**src/rtl/rr_hold_arb.sv**
```systemverilog
// rr_hold_arb: round-robin arbiter where the current holder keeps the grant
// while it requests. If MAXHOLD is nonzero, a holder that has had MAXHOLD
// consecutive cycles is forced to release when another requester is waiting.
module rr_hold_arb #(
   parameter int unsigned N       = 4,
   parameter int unsigned MAXHOLD = 0,
   parameter int unsigned IDXW    = $clog2(N)
) (
   input  logic            clk,
   input  logic            rst_,
   input  logic [N-1:0]    req,
   output logic [N-1:0]    grt,
   output logic [N-1:0]    sel,
   output logic [IDXW-1:0] sel_idx,
   output logic            sel_vld
);

   localparam int unsigned HCW = (MAXHOLD == 0) ? 1 : $clog2(MAXHOLD + 1);
   localparam logic [HCW-1:0] HSAT = (MAXHOLD == 0) ? {HCW{1'b1}} : HCW'(MAXHOLD);

   logic [N-1:0]    last_q;
   logic [IDXW-1:0] ptr_q;
   logic [HCW-1:0]  hcnt_q;
   logic [IDXW-1:0] sel_idx_q;
   logic            sel_vld_q;

   logic [N-1:0]    hold;
   logic [N-1:0]    other;
   logic            expired;
   logic            new_grant;
   logic [IDXW-1:0] gidx;
   logic [IDXW-1:0] ptr_nxt;
   logic [HCW-1:0]  hcnt_nxt;

   // First set bit of cand, scanning from index p upward with wraparound.
   function automatic logic [N-1:0] rr_pick(input logic [N-1:0] cand,
                                            input logic [IDXW-1:0] p);
      logic [2*N-1:0] dbl;
      logic [N-1:0]   pick;
      logic           found;
      int             pos;
      dbl   = {cand, cand} >> p;
      pick  = '0;
      found = 1'b0;
      pos   = 0;
      for (int k = 0; k < int'(N); k++) begin
         if (!found && dbl[k]) begin
            found = 1'b1;
            pos   = int'(p) + k;
            if (pos >= int'(N)) pos = pos - int'(N);
            pick  = N'(1) << pos;
         end
      end
      return pick;
   endfunction

   // Binary index of the set bit of a one-hot vector; 0 when empty.
   function automatic logic [IDXW-1:0] enc(input logic [N-1:0] v);
      logic [IDXW-1:0] idx;
      idx = '0;
      for (int i = 0; i < int'(N); i++) begin
         if (v[i]) idx = IDXW'(i);
      end
      return enc_ret(idx);
   endfunction

   function automatic logic [IDXW-1:0] enc_ret(input logic [IDXW-1:0] x);
      return x;
   endfunction

   // Grant selection: keep the holder unless its hold budget is spent and someone waits.
   always_comb begin
      hold    = last_q & req;
      other   = req & ~last_q;
      expired = (MAXHOLD != 0) && (hcnt_q == HSAT) && (|other);
      grt     = '0;
      if (|hold) begin
         if (expired) grt = rr_pick(other, ptr_q);
         else         grt = hold;
      end else begin
         grt = rr_pick(req, ptr_q);
      end
   end

   // Next pointer and hold counter derived from this cycle's grant.
   always_comb begin
      new_grant = (|grt) && (grt != last_q);
      gidx      = enc(grt);
      ptr_nxt   = ptr_q;
      hcnt_nxt  = hcnt_q;
      if (new_grant) begin
         ptr_nxt = (gidx == IDXW'(N - 1)) ? '0 : gidx + IDXW'(1);
      end
      if (!(|grt))        hcnt_nxt = '0;
      else if (new_grant) hcnt_nxt = HCW'(1);
      else if (hcnt_q != HSAT) hcnt_nxt = hcnt_q + HCW'(1);
   end

   // Arbitration state and registered select outputs.
   always_ff @(posedge clk or negedge rst_) begin
      if (!rst_) begin
         last_q    <= '0;
         ptr_q     <= '0;
         hcnt_q    <= '0;
         sel_idx_q <= '0;
         sel_vld_q <= 1'b0;
      end else begin
         last_q    <= grt;
         ptr_q     <= ptr_nxt;
         hcnt_q    <= hcnt_nxt;
         sel_idx_q <= gidx;
         sel_vld_q <= |grt;
      end
   end

   assign sel     = last_q;
   assign sel_idx = sel_idx_q;
   assign sel_vld = sel_vld_q;

endmodule
```
**config.mk**
```make
export PLATFORM = sky130hd
export DESIGN_NAME = rr_hold_arb
export DESIGN_NICKNAME = d
export VERILOG_FILES = /design/src/rtl/rr_hold_arb.sv
export SDC_FILE = /design/constraint.sdc
export NUM_CORES = 1
export LEC_CHECK = 0
export CAP_MARGIN = 20
export CORE_MARGIN = 2
export CORE_UTILIZATION = 45
export CTS_CLUSTER_SIZE = 12
export DETAILED_ROUTE_END_ITERATION = 10
export HOLD_SLACK_MARGIN = 0.08
export PLACE_DENSITY = 0.75
export REMOVE_ABC_BUFFERS = 1
export SKIP_CTS_REPAIR_TIMING = 1
export SYNTH_ARGS = -nofsm -noshare
export SYNTH_HDL_FRONTEND = slang
export SYNTH_SLANG_ARGS = --single-unit
```
**constraint.sdc**
```tcl
create_clock -name clk -period 2.4 [get_ports clk]
set_clock_uncertainty 0.1 [all_clocks]
set_input_delay 0.48 -clock clk [delete_from_list [all_inputs] [get_ports clk]]
set_output_delay 0.48 -clock clk [all_outputs]
set_load 0.02 [all_outputs]
```
* Word level (Yosys, flattened, before mapping)
Index checks and enable logic that the tools add are counted.
** Storage, ports and cells
- Bits in latches :: 0
- Output and inout bits :: 11
- Memories kept :: 0
- Logic and storage cells :: 60
- Flip-flop bits (word level) :: 9
- Input bits :: 6
- Memory bits (writable) :: 0
- Memory bits (read-only) :: 0
** Cells by class
- Reductions and logical operators :: 9
- Magnitude comparators :: 4
- Shift-type cells :: 5
- $mul :: 0
- Equality and inequality tests :: 2
- Bitwise operators :: 1
- Multiplexer cells :: 27
- Div/mod/pow operators :: 0
- Add/subtract/negate cells :: 8
** Operators by type and width (count)
- $mux W32 :: 12
- $shl A1 B32 Y4 const A :: 4
- $mux W4 :: 5
- $sub A3 B3 Y4 const B :: 3
- $ge A3 B3 Y1 const B :: 3
- $reduce_or A4 Y1 :: 2
- $shr A8 B2 Y4 :: 1
- $mux W1 :: 7
- $add A2 B2 Y3 const B :: 2
- $mux W2 :: 3
- $and A4 B4 Y4 :: 1
- $logic_and A1 B1 Y1 :: 4
- $ne A4 B4 Y1 :: 1
- $sub A2 B3 Y4 const B :: 1
- $add A2 B1 Y3 const B :: 1
- $ge A2 B3 Y1 const B :: 1
- $logic_not A1 Y1 :: 3
- $add A2 B1 Y2 const B :: 1
- $eq A2 B2 Y1 const B :: 1

* Longest topological paths before layout
- Word-level depth :: 23
- Mapped depth :: 8
- Depth with buffers taken out :: 6

* Least setup slack after synthesis
OpenSTA, ideal clock, no wires.
- Path kind :: input-to-output
- From :: in req[1]
- To :: out grt[2]
- Slack :: 0.019 ns
- Data required time :: 1.820 ns
- Cell stages on the path :: 5
- Buffers on the path :: 1
- Data arrival time :: 1.801 ns
- Cells stage by stage :: buf_4 a222oi_1 nand2_2 o31a_1 nor2_2
** On the way
- Longest elaborated chain between the ends :: 15
- Elaborated cells between the ends (all ways) :: 20
- Classes of those cells :: shift (1); mux (11); bitwise (1); reduce/logical (7)
** Ends and longest elaborated chain
- start, declared :: RTL line 11 : input logic [N-1:0] req,
- $shr A8 B2 Y4 :: RTL line 42 : dbl = {cand, cand} >> p;
- $mux W1 :: RTL line 47 : if (!found && dbl[k]) begin
- $mux W1 :: RTL line 77 : if (|hold) begin
- $logic_not A1 Y1 :: RTL line 47
- $logic_and A1 B1 Y1 :: RTL line 47
- $mux W1 :: RTL line 47
- $mux W1 :: RTL line 77
- $logic_not A1 Y1 :: RTL line 47
- $logic_and A1 B1 Y1 :: RTL line 47
- $mux W1 :: RTL line 47
- $mux W1 :: RTL line 77
- $logic_not A1 Y1 :: RTL line 47
- $logic_and A1 B1 Y1 :: RTL line 47
- $mux W4 :: RTL line 47
- $mux W4 * :: RTL line 77
- end, declared :: RTL line 12 : output logic [N-1:0] grt,
Every way passes the cells marked *; elsewhere a longest branch is shown, timed or not. The select of a mux whose other input is x is not followed.

* Final worst setup path
- From :: reg ptr_q[0]
- To :: out grt[1]
** On the way
- Longest elaborated chain between the ends :: 15
- Elaborated cells between the ends (all ways) :: 45
- Classes of those cells :: add/sub (7); order compare (4); shift (5); mux (23); reduce/logical (6)
** Ends and longest elaborated chain
- start, declared :: RTL line 22 : logic [IDXW-1:0] ptr_q;
- start signal, assigned :: RTL line 109 : ptr_q <= ptr_nxt;
- branches (longest 13 deep; another with $sub A3 B3 Y4)
- $mux W4 * :: RTL line 47
- $mux W4 * :: RTL line 77
Every way passes the cells marked *. The select of a mux whose other input is x is not followed.

==> flow_metrics.py <==
metrics = {
    "clock_tree": {
        "clk_pin_slew_worst_paths_ns": 0.06,
        "cts_tree": "yes",
        "insertion_delay_ns": 0.26,
        "numCtsBuffers": 3,
        "cts_root_buf": "clkbuf_4",
        "clkSinkCount": 9,
        "clk_path_buf_depth": 2,
        "h-tree-depth": 1,
    },
    "critical_path": {
        "worstSetupPathType": "flip-flop to output pin",
        "crit_path_end_kind": "output pin",
        "r2r_slack_ns": -0.08,
        "critPathLaunchType": "flip-flop",
        "critPathMaxFanout": 2,
        "cpLargestDelayFamily": "compound AO/OA/AOI/OAI gates",
        "crit_chain": "or3b_4, a2111oi_4, buf_4, nor3_4, a22oi_4, inv_2, buf_6",
        "critPathSlowestCell": "dfrtp_1",
        "required_ns": 1.82,
        "arrival_ns": 2.00,
        "critPathBufInv": 3,
        "cp_slowest_stage_delay_ns": 0.40,
    },
    "synth": {
        "synth.cell_area_um2": 809.5,
        "synthTopCellsByCount": "9 x dfrtp_1, 8 x nand2_1, 5 x a21oi_1, 5 x inv_1",
        "synth_edf_count": 0,
        "synth_flop_cell": "dfrtp_1",
        "synthArstFlopShare_pct": 100.0,
        "synth_most_common_cell": "dfrtp_1",
        "synth.top_cell.area_share_pct": 27.82,
        "synth_cells": 92,
        "ys_types": 46,
        "ys_warn_count": 0,
        "postSynthAreaPerCell_um2": 8.799,
        "ys_seq_area_share_pct": 27.82,
        "synth_seq_cells": 9,
        "synth_largest_area_cell": "dfrtp_1",
        "synth_area_leaders": "dfrtp_1 28%, nand2_1 3.7%, o211ai_1 3.7%, a2111oi_4 3.4%, a21oi_1 3.1%",
    },
    "power": {
        "cellLeakagePower_nw": 0.6636,
        "vdd_ir_drop_max_mv": 1.044,
        "power.density_mw_per_mm2": 1282,
        "power_frac_comb_pct": 78.8,
        "total_power_mw": 1.842,
        "cellInternalPower_mw": 1.021,
        "clkPwrFrac_pct": 6.2,
        "seqPwrFrac_pct": 15.0,
        "swShare_pct": 44.56,
        "p_sw_mw": 0.8208,
    },
    "finish": {
        "multi_input_area_um2": 611.8,
        "final_util_pct": 84.10,
        "drive_gt1_share_pct": 51.97,
        "layout.area.seq_um2": 225.2,
        "area.growth.synth_to_final_pct": 77.43,
        "antenna_cells": 0,
        "fillers": 107,
        "nets": 159,
    },
    "die": {
        "rows": 15,
        "dieArea_mm2": 0.002154,
        "dieHeight_um": 46.42,
        "ios": 17,
        "fp.dieW_um": 46.42,
        "start_util_pct": 47.40,
        "core_mm2": 0.001708,
    },
    "route": {
        "viasPerCell": 5.966,
        "wirelength_um": 3228,
        "drtAntennaViolNets": 0,
        "via_count": 1056,
        "first_iter_violations": 44,
        "wl_per_cell_um": 18.24,
        "drc_errors": 0,
        "drt_first_pass_iters": 4,
    },
    "timing": {
        "slew_headroom_pct": 70.11,
        "rsz0062_at_grt": "true",
        "fin_crit_ns": 2.580,
        "min_period_over_period_pct": 107.5,
        "setup_slack_ns": -0.1797,
        "tns_ns": -0.6386,
        "finalHoldViolCount": 0,
        "maxSlewViolCount": 0,
        "fmax_ghz": 0.3876,
        "final-setup-viol-count": 6,
        "worstMarginPinSlew_ns": 0.4437,
    },
    "global_routing": {
        "grt_remaining_overflow": 0,
        "grt_pass1_wl_um": 3857,
        "grt_pass1_vias": 903,
        "grt_use_total_pct": 25.69,
        "antenna_found_initial": 0,
        "grt_max_degree": 15,
    },
    "run_status": {
        "status": "finished, violations left",
        "failed_checks": "negative setup slack",
    },
    "place": {
        "dp_hpwl_um": 1973,
        "gp_congestion": 0.8510,
        "port_buffers": 16,
    },
    "run": {
        "maxCapViolCount": 0,
    },
    "hold_path": {
        "hold_path_class": "input pin to async pin",
    },
}
==> worst register-to-register path, stage by stage, from the launching register on <==
cell and delay, ns:
dfrtp_1 0.40, or3b_4 0.39, a2111oi_4 0.40, buf_4 0.18
nor3_4 0.04, a22oi_4 0.15, inv_2 0.06, buf_4 0.13
or4b_1 0.51
==> sequential cells by signal (all words and copies together) (netlist names) <==
name	cells
sel_idx	2
sel	4
sel_vld	1
ptr_q	2
==> layout make-up <==
class                   instances  area share, %
multi-input cells              69          42.60
flip-flops and latches          9          15.68
well taps                      25          2.178
clock buffers                   4          1.829
repair buffers                 63          35.89
inverters                       7          1.829
==> worst paths after layout <==
path                       cells after the start        to  startpoint
setup / recovery                               7    grt[1]    ptr_q[0]
hold / removal                                 1   sel_vld        rst_
setup reg to reg                               8   sel_vld    ptr_q[0]
hold reg to reg                                3    sel[0]      sel[0]
max in group asynchronous                      1  ptr_q[0]        rst_
min in group clk                               3    sel[0]      sel[0]
==> cell usage in the layout (no fill, tap or decap), types with 3 or more instances in the layout <==
cell type        netlist  routed
buf_4                  1      41
dfrtp_1                9       9
clkdlybuf4s50_1        0       8
buf_6                  1       8
nand2_1                8       7
a21oi_1                5       5
inv_1                  5       4
nand2b_1               4       4
o211ai_1               4       4
clkbuf_2               0       4
a31oi_1                4       3
o21ai_0                4       3
clkbuf_4               0       3
==> cell families after synthesis <==
| kind of cell | share of synthesized area, % |
|---|---|
| compound gates | 36.32 |
| buf+inv | 8.500 |
| flops | 27.82 |
| simple gates | 27.36 |
==> per-stage QoR <==
stage               instances  setup slack (ns)  area, um^2  hold slack (ns)
global placement          162           -0.8792        1229           0.6027
CTS                       166           -0.9383        1255           0.4185
floorplan                  85          0.008487       767.0          0.08441
detailed placement        162           -0.9265        1229           0.5999
global route              177           -0.2398        1436           0.4444
finish                    177           -0.1797        1436           0.4165
==> layer usage <==
| layer | vias to the layer above | GRT usage (%) | routed length [um] |
|---|---|---|---|
| met1 | 490 | 32.20 | 1278 |
| met3 | 20 | 2.745 | 211 |
| li1 | 478 | - | - |
| met2 | 68 | 43.61 | 1576 |
| met5 | - | 0 | 0 |
| met4 | 0 | 12.00 | 163 |
==> power by group through the flow <==
stage / clock network, mW / registers, mW / logic (mW)
floorplan: 0 / 0.377 / 0.462
global placement: 0 / 0.274 / 1.16
detailed placement: 0 / 0.275 / 1.19
CTS: 0.114 / 0.273 / 1.20
global route: 0.121 / 0.282 / 1.52
finish: 0.114 / 0.276 / 1.45
Power figures use the tool's default switching activity.
